$ cat src/rtl/alu_mul_sequencer.sv
// Iterative shift-add multiplier controller. It borrows the shared EX-stage ALU
// for one add per multiplier bit and returns the low WIDTH bits of a*b.
// When it is not iterating, the ALU sees the EX-stage operands unchanged.
module alu_mul_sequencer #(
  parameter int         WIDTH  = 64,
  parameter int         CNT_W  = 7,
  parameter logic [3:0] OP_ADD = 4'b0010
) (
  input  logic             clk,
  input  logic             rst_n,
  input  logic             start,
  input  logic [WIDTH-1:0] mul_a,
  input  logic [WIDTH-1:0] mul_b,
  output logic             busy,
  output logic             done,
  output logic [WIDTH-1:0] result,
  input  logic [WIDTH-1:0] ex_a,
  input  logic [WIDTH-1:0] ex_b,
  input  logic [3:0]       ex_op,
  output logic             ex_stall,
  output logic [WIDTH-1:0] alu_a,
  output logic [WIDTH-1:0] alu_b,
  output logic [3:0]       alu_op,
  input  logic [WIDTH-1:0] alu_o
);

  typedef enum logic [1:0] {
    S_IDLE = 2'd0,
    S_ITER = 2'd1,
    S_DONE = 2'd2
  } state_t;

  state_t           r_state;
  state_t           w_stateNext;
  logic [WIDTH-1:0] r_acc;
  logic [WIDTH-1:0] r_mcand;
  logic [WIDTH-1:0] r_mplier;
  logic [WIDTH-1:0] r_result;
  logic [CNT_W-1:0] r_count;
  logic [WIDTH-1:0] w_accNext;
  logic             w_lastIter;

  // Accumulator update for this iteration and the early-exit test: stop once no
  // multiplier bits remain above the current one, or after the top bit.
  always_comb begin
    w_accNext  = r_mplier[0] ? alu_o : r_acc;
    w_lastIter = ((r_mplier >> 1) == '0) || (r_count == CNT_W'(WIDTH - 1));
  end

  // Next-state logic: start is only honoured from IDLE; DONE always lasts one cycle.
  always_comb begin
    w_stateNext = r_state;
    case (r_state)
      S_IDLE:  if (start) w_stateNext = S_ITER;
      S_ITER:  if (w_lastIter) w_stateNext = S_DONE;
      S_DONE:  w_stateNext = S_IDLE;
      default: w_stateNext = S_IDLE;
    endcase
  end

  // ALU operand mux: the sequencer owns the ALU only while iterating.
  always_comb begin
    alu_a  = ex_a;
    alu_b  = ex_b;
    alu_op = ex_op;
    if (r_state == S_ITER) begin
      alu_a  = r_acc;
      alu_b  = r_mcand;
      alu_op = OP_ADD;
    end
  end

  // State register; an asynchronous reset drops any multiply in flight.
  always_ff @(posedge clk or negedge rst_n) begin
    if (!rst_n) r_state <= S_IDLE;
    else        r_state <= w_stateNext;
  end

  // Datapath: load operands on an accepted start, shift-add while iterating, and
  // capture the last accumulator value (including the final add) as the result.
  always_ff @(posedge clk or negedge rst_n) begin
    if (!rst_n) begin
      r_acc    <= '0;
      r_mcand  <= '0;
      r_mplier <= '0;
      r_count  <= '0;
      r_result <= '0;
    end else begin
      case (r_state)
        S_IDLE: begin
          if (start) begin
            r_acc    <= '0;
            r_mcand  <= mul_a;
            r_mplier <= mul_b;
            r_count  <= '0;
          end
        end
        S_ITER: begin
          r_acc    <= w_accNext;
          r_mcand  <= r_mcand << 1;
          r_mplier <= r_mplier >> 1;
          r_count  <= r_count + 1'b1;
          if (w_lastIter) r_result <= w_accNext;
        end
        default: ;
      endcase
    end
  end

  assign busy     = (r_state == S_ITER);
  assign done     = (r_state == S_DONE);
  assign result   = r_result;
  assign ex_stall = (r_state == S_ITER) || ((r_state == S_IDLE) && start);

endmodule

$ cat config.mk
export PLATFORM = sky130hd
export DESIGN_NAME = alu_mul_sequencer
export DESIGN_NICKNAME = d
export VERILOG_FILES = /design/src/rtl/alu_mul_sequencer.sv
export SDC_FILE = /design/constraint.sdc
export NUM_CORES = 1
export LEC_CHECK = 0
export CORE_AREA = 3 3 201 203
export DETAILED_ROUTE_END_ITERATION = 12
export DIE_AREA = 0 0 204 206
export PLACE_DENSITY = 0.67
export SLEW_MARGIN = 20
export SYNTH_ARGS = -nofsm -noshare
export SYNTH_HDL_FRONTEND = slang
export SYNTH_SLANG_ARGS = --single-unit
$ cat constraint.sdc
create_clock -name clk -period 6.1 [get_ports clk]
set_input_delay 0.915 -clock clk [delete_from_list [all_inputs] [get_ports clk]]
set_output_delay 0.915 -clock clk [all_outputs]
set_load 0.05 [all_outputs]
# ---- Word level (Yosys, flattened, before mapping)
# Index checks and enable logic that the tools add are counted.
dict set report word_totals {
  reg_bits 265
  inputBits 327
  out_inout_bits 199
  wordCells 36
}
dict set report op_classes {
  add_sub_neg 1
  eq_ne 5
  muxes 15
  reduce_logical 9
}
# op n
set op_table {}
lappend op_table {{$mux 64} 6}
lappend op_table {{$pmux 64 s2} 3}
lappend op_table {{$logic_not 64->1} 1}
lappend op_table {{$pmux 7 s2} 1}
lappend op_table {{$add 7x1->7 const B} 1}
lappend op_table {{$eq 7x6->1 const B} 1}
lappend op_table {{$mux 7} 1}
lappend op_table {{$reduce_and 2->1} 3}
lappend op_table {{$mux 2} 2}
lappend op_table {{$mux 4} 1}
lappend op_table {{$pmux 2 s2} 1}
lappend op_table {{$eq 2x1->1 const B} 1}
lappend op_table {{$eq 2x2->1 const B} 1}
lappend op_table {{$logic_not 2->1} 1}
lappend op_table {{$logic_or 1x1->1} 2}
lappend op_table {{$ne 2x1->1 const B} 1}
lappend op_table {{$ne 2x2->1 const B} 1}
lappend op_table {{$reduce_bool 2->1} 1}
lappend op_table {{$logic_and 1x1->1} 1}

# ---- Logic depth before layout (Yosys ltp)
# Gate-level depths: netlist (run 1).
dict set report depth {
  ltp_word 4
  ltp_mapped 8
  mapped_depth_nobuf 6
}

# ---- Worst setup path after synthesis (run 1)
# No wires, ideal clock.
dict set report synth_timing {
  kind {reg-to-output}
  from {register r_state[1]}
  to {output port alu_a[54]}
  arrival_time_ps 1987
  required_time_ps 5185
  setup_slack_ps 3198
  path_stages_with_launch 7
  path_buffers 2
  cell_sequence {dfrtp_1 nand2b_1 inv_1 clkbuf_1 clkbuf_1 nand2_1 nand2_1}
}
dict set report synth_between {
  elab_chain_len 2
}
# element line
set synth_lines {}
lappend synth_lines {{from (decl)} 33} ;# state_t r_state;
lappend synth_lines {{from (signal assigned)} 76} ;# else r_state <= w_stateNext;
lappend synth_lines {{$eq 2x1->1} --}
lappend synth_lines {{net busy} 14} ;# output logic busy,
lappend synth_lines {{$mux 64} 66} ;# if (r_state == S_ITER) begin
lappend synth_lines {{to (decl)} 21} ;# output logic [WIDTH-1:0] alu_a,
# The timed path passes the listed nets, and every way through them passes these cells.

# ---- Worst setup path after layout (run 1)
dict set report layout_timing {
  from {register r_state[0]}
  to {output port alu_b[34]}
}
dict set report layout_between {
  elab_chain_len 2
}
# element line
set layout_lines {}
lappend layout_lines {{$eq 2x1->1} 66}
lappend layout_lines {{$mux 64} 66}
lappend layout_lines {{to (decl)} 22} ;# output logic [WIDTH-1:0] alu_b,
# Every way passes these cells.

==> results of run 1 <==
## cell type report
cell class / instances / area [µm²]
well taps: 518 / 648
diodes: 4 / 10.0
flip-flops and latches: 265 / 6640
clock inverters: 10 / 156
inverters: 2 / 12.5
repair buffers: 542 / 5410
clock buffers: 44 / 885
multi-input cells: 1088 / 6630
fillers: 3429 / 18300
## kinds of logic after synthesis
logic type | synth area share
mux | 0.118
simple gates | 0.174
compound gates | 0.185
fa+ha+maj | 0.000906
buf+inv | 0.0417
flops | 0.480
## per-stage QoR
step | setup WS, ps | util | cells | hold WS (ps)
after detailed placement | 1490 | 0.501 | 2415 | 484
after global placement | 1560 | 0.501 | 2415 | 468
after floorplan | 3200 | - | 1477 | 450
after CTS | 889 | 0.527 | 2469 | 319
final | 956 | 0.528 | 2473 | 308
after global routing | 660 | 0.527 | 2469 | 325
## worst max-delay path by stage
stage | end | startpoint | slack (ps)
finish | alu_b[34] | r_state[0] | 960
detailed placement | alu_b[33] | r_state[0] | 1490
CTS | alu_b[34] | r_state[0] | 890
floorplan | alu_a[54] | r_state[1] | 3200
global placement | alu_b[30] | r_state[0] | 1560
global route | alu_b[25] | r_state[0] | 660
## metal layers
layer	global-route usage	share of wire	wire length, µm
met1	0.282	0.41	20100
met2	0.374	0.49	24000
met3	0.0529	0.076	3740
met4	0.0723	0.033	1610
met5	0	0.00018	9
## placed cells by master, fill, tap and decap left out, types with 13 or more instances in the layout
cell,Yosys,final
a22o_1,67,67
o21ai_0,131,131
clkbuf_16,0,31
clkdlybuf4s50_1,0,523
mux2_4,49,49
nor2b_1,70,68
nand2_1,453,453
nor4_1,13,13
buf_4,1,15
a21oi_1,68,68
a22oi_1,125,125
mux2_2,79,79
dfrtp_1,265,262
## registers in the layout, indices dropped and copies added, names as in the netlist
| name | count |
|---|---|
| r_state | 2 |
| r_acc | 64 |
| r_count | 7 |
| result | 64 |
| r_mcand | 64 |
| r_mplier | 64 |
## where the power goes
| part | leakage [nW] | switching (W) | internal (W) |
|---|---|---|---|
| registers | 3.47 | 0.0000640 | 0.00182 |
| logic | 4.89 | 0.000400 | 0.000392 |
| clock network | 0.510 | 0.000730 | 0.00117 |
| total | 8.87 | 0.00119 | 0.00338 |
==> metrics.cfg, run 1 <==
[run_status]
status = finished clean

[floorplanning]
core_area_mm2 = 0.0386
die_w_um = 204
start_util = 0.357
fp.dieArea_mm2 = 0.0420
rows = 72
io_pins = 526
die_h_um = 206

[logic_synthesis]
synth_warnings = 0
yosysSeqAreaShare = 0.480
synth_area_mm2 = 0.0138
syn_avg_cell_area_um2 = 9.35
postSynth.asyncResetShare = 1.00
synth_top_cell_area_share = 0.480
synth_top_flop_cell = dfrtp_1
yosysMostFrequentCell = nand2_1
yosys.area.top_type = dfrtp_1
ys_ff_latch = 265
syn-num-nets = 1805
yosys-top-cells-area = dfrtp_1 48%, nand2_1 12%, a22oi_1 6.8%
synth_edf_count = 0
netlist_instances = 1477
ys_top_cells_by_count = 453 x nand2_1, 265 x dfrtp_1, 131 x o21ai_0, 125 x a22oi_1, 94 x clkbuf_1
synth_cell_types = 32

[cts]
holdBufCountCts = 0
cts_buffers = 30
ctsRootBufferMaster = clkbuf_16
cts_max_path_buffers = 3
insertion_delay_ps = 550
cts_setup_buffers = 0
cts_sinks = 265
htree_num_levels = 1
cts.repair.resized = 0
cts_tree = yes
path_clk_slew_ps = 50

[sta]
hold_violations = 0
setup_violations = 0
fin_tns_setup_ps = 0
maxSlewHeadroom = 0.290
rsz0062_at_grt = false
period_share = 0.843
finalClockSkew_ps = 13.5
worst_pin_slew_ps = 1060
fmax_mhz = 194
fin_crit_ps = 5140
drv_slew = 0

[drt]
vias = 13000
dr.pass1.iters = 5
ant_nets = 0
drt-total-wl_mm = 49.4
wl_per_cell_um = 20.0
drcViolationCount = 0
drt_first_iter_violations = 1088
drt-vias-per-instance = 5.24

[pwr]
power_w = 0.00457
leakagePower_nw = 8.87
powerDensity_mw_per_mm2 = 224
ir_drop_mv = 0.188

[global_routing]
track_usage = 0.222
grt.overflow.total = 0
grt_pass1_wl_mm = 74.4
antenna_found_initial = 2
grt_max_degree = 129
grt_pass1_vias = 12800

[placement]
dpl.hpwl_mm = 34.2
routabilityCongestion = 0.856
portBuffers = 525
placed_area_mm2 = 0.0193

[final_layout]
design_area_mm2 = 0.0204
syn2layout_area_growth_pct = 47.7
layout-drive-gt1-share = 0.107
nNetsFinal = 2257

[worst_setup_path]
reg2reg_to = r_acc[39]
reg2reg_depth = 6
crit_cells = 6
path_class = flop to primary output
max_stage_delay_ps = 890
cp.required_ps = 5180
r2r_start = r_state[0]
end_kind = primary output
crit_slowest_cell = dfrtp_4
cp_max_fo = 86
cp_top_family = buffers and inverters
cpMostUsedCell = nand2_1
crit_buf_inv = 3
rrSetupSlack_ps = 2330
worstPathArrival_ps = 4230
crit_chain = nand2b_4 -> inv_6 -> buf_4 -> nand2_1 -> nand2_1 -> clkdlybuf4s50_1
setup.worst_path.start_class = flop

[min_path]
hold_path_class = input port to asynchronous set/reset pin

[run]
cap_violations = 0

Power figures use the tool's default switching activity.
==> run 2: changes to the inputs <==
CORE_AREA = 3 3 202 204   (was 3 3 201 203)
DIE_AREA = 0 0 205 207   (was 0 0 204 206)
PLACE_DENSITY = 0.66   (was 0.67)
clock period = 4.83 ns   (was 6.1 ns; I/O delays follow)
==> run 2 against run 1 <==
Hold slack got worse by 55 ps. Non-clock buffer count increased by 2. Final cell count is 0.44% higher. Register-to-register slack got worse by 1000 ps. Die area grew 0.98%. Worst setup slack lost 410 ps. Clock-buffer cell count increased by 5. Sequential power grew 26%. Wire length fell by 1.1%.
==> metrics.cfg, run 2 (synthesis results as in run 1) <==
[sta]
hold_violations = 0
fin_tns_setup_ps = 0
setup_violations = 0
finalClockSkew_ps = 15.1
period_share = 0.887
fin_crit_ps = 4280
holdWs_ps = 253
worst_pin_slew_ps = 1040
drv_slew = 0
fmax_mhz = 234
rsz0062_at_grt = false
maxSlewHeadroom = 0.307

[min_path]
hold_path_class = input port to asynchronous set/reset pin

[floorplanning]
die_w_um = 205
fp.dieArea_mm2 = 0.0424
die_h_um = 207
core_area_mm2 = 0.0395
io_pins = 526
start_util = 0.350
rows = 73

[placement]
routabilityCongestion = 0.836
portBuffers = 525
place_inst = 2424
dpl.hpwl_mm = 33.8
placed_area_mm2 = 0.0194

[drt]
dr.pass1.iters = 6
wl_per_cell_um = 19.7
drt_first_iter_violations = 874
drt-vias-per-instance = 5.19
drcViolationCount = 0
ant_nets = 0
drt-total-wl_mm = 48.9
vias = 12900

[worst_setup_path]
crit_chain = nand2b_4 -> inv_6 -> buf_4 -> nand2_1 -> nand2_1 -> clkdlybuf4s50_1
r2r_start = r_state[1]
cpMostUsedCell = nand2_1
path_class = flop to primary output
setup.worst_path.start_class = flop
cp_top_family = buffers and inverters
startpoint = r_state[1]
cp.required_ps = 4110
end_kind = primary output
worstPathArrival_ps = 3560
cp_max_fo = 93
crit_buf_inv = 3
max_stage_delay_ps = 810
crit_slowest_cell = clkdlybuf4s50_1

[cts]
holdBufCountCts = 0
cts_sinks = 265
htree_num_levels = 1
path_clk_slew_ps = 60
cts.repair.resized = 0
cts_setup_buffers = 0
insertion_delay_ps = 560
ctsRootBufferMaster = clkbuf_16
cts_buffers = 31
cts_tree = yes
cts_max_path_buffers = 3

[global_routing]
grt.overflow.total = 0
grt_max_degree = 118
grt_pass1_wl_mm = 75.0
antenna_found_initial = 4
grt_pass1_vias = 12800
track_usage = 0.219

[run_status]
status = finished clean

[final_layout]
fin_cells = 2484
nNetsFinal = 2260
design_area_mm2 = 0.0204
syn2layout_area_growth_pct = 47.5
final_common_cell = clkdlybuf4s50_1
layout-drive-gt1-share = 0.107
layout_common_cells = 523 x clkdlybuf4s50_1, 453 x nand2_1, 262 x dfrtp_1

[run]
cap_violations = 0

[pwr]
leakagePower_nw = 8.86
powerDensity_mw_per_mm2 = 274
ir_drop_mv = 0.249
power_w = 0.00558

[run 2: cell type report]
class                           instances  area, µm²
Antenna cell                            4       10.0
Clock inverter                          7       38.8
Inverter                                2       12.5
Tap cell                              525        657
Timing Repair Buffer                  544       5460
Sequential cell                       265       6640
Clock buffer                           49        913
Fill cell                            3678      19100
Multi-Input combinational cell       1088       6630
[run 2: path summary, 6_finish.rpt]
path                       cells after the start           end  slack [ps]
setup / recovery                               6     alu_a[38]         550
hold / removal                                 1  r_mplier[41]         250
setup reg to reg                               6     r_acc[60]        1320
hold reg to reg                                1    r_count[6]         500
max in group asynchronous                      2    result[30]        3580
min in group clk                               1    r_count[6]         500
[run 2: worst register-to-register path, cell delays in order, from the launching register on]
cell and delay, ps:
dfrtp_4 640, nand2b_4 390, inv_6 640, buf_4 450, and2_2 480, buf_4 570, a22o_1 280
[run 2: power by group]
part           total, W  switching [W]  internal (W)  leakage, nW
Clock           0.00220       0.000920       0.00128        0.473
Sequential      0.00236      0.0000688       0.00229         3.47
Combinational   0.00101       0.000513      0.000496         4.92
Total           0.00558        0.00150       0.00407         8.86
[run 2: stage by stage]
step                       util  setup slack [ps]
after floorplan               -              2120
after global placement    0.492               997
after detailed placement  0.492               915
after CTS                 0.516               291
after global routing      0.516               348
final                     0.516               548
[run 2: metal layers]
layer	up-vias	track usage	wire, µm
li1	6062	-	-
met1	6345	0.293	20600
met2	426	0.363	23800
met3	61	0.0492	3440
met4	2	0.0530	1030
met5	-	0	13
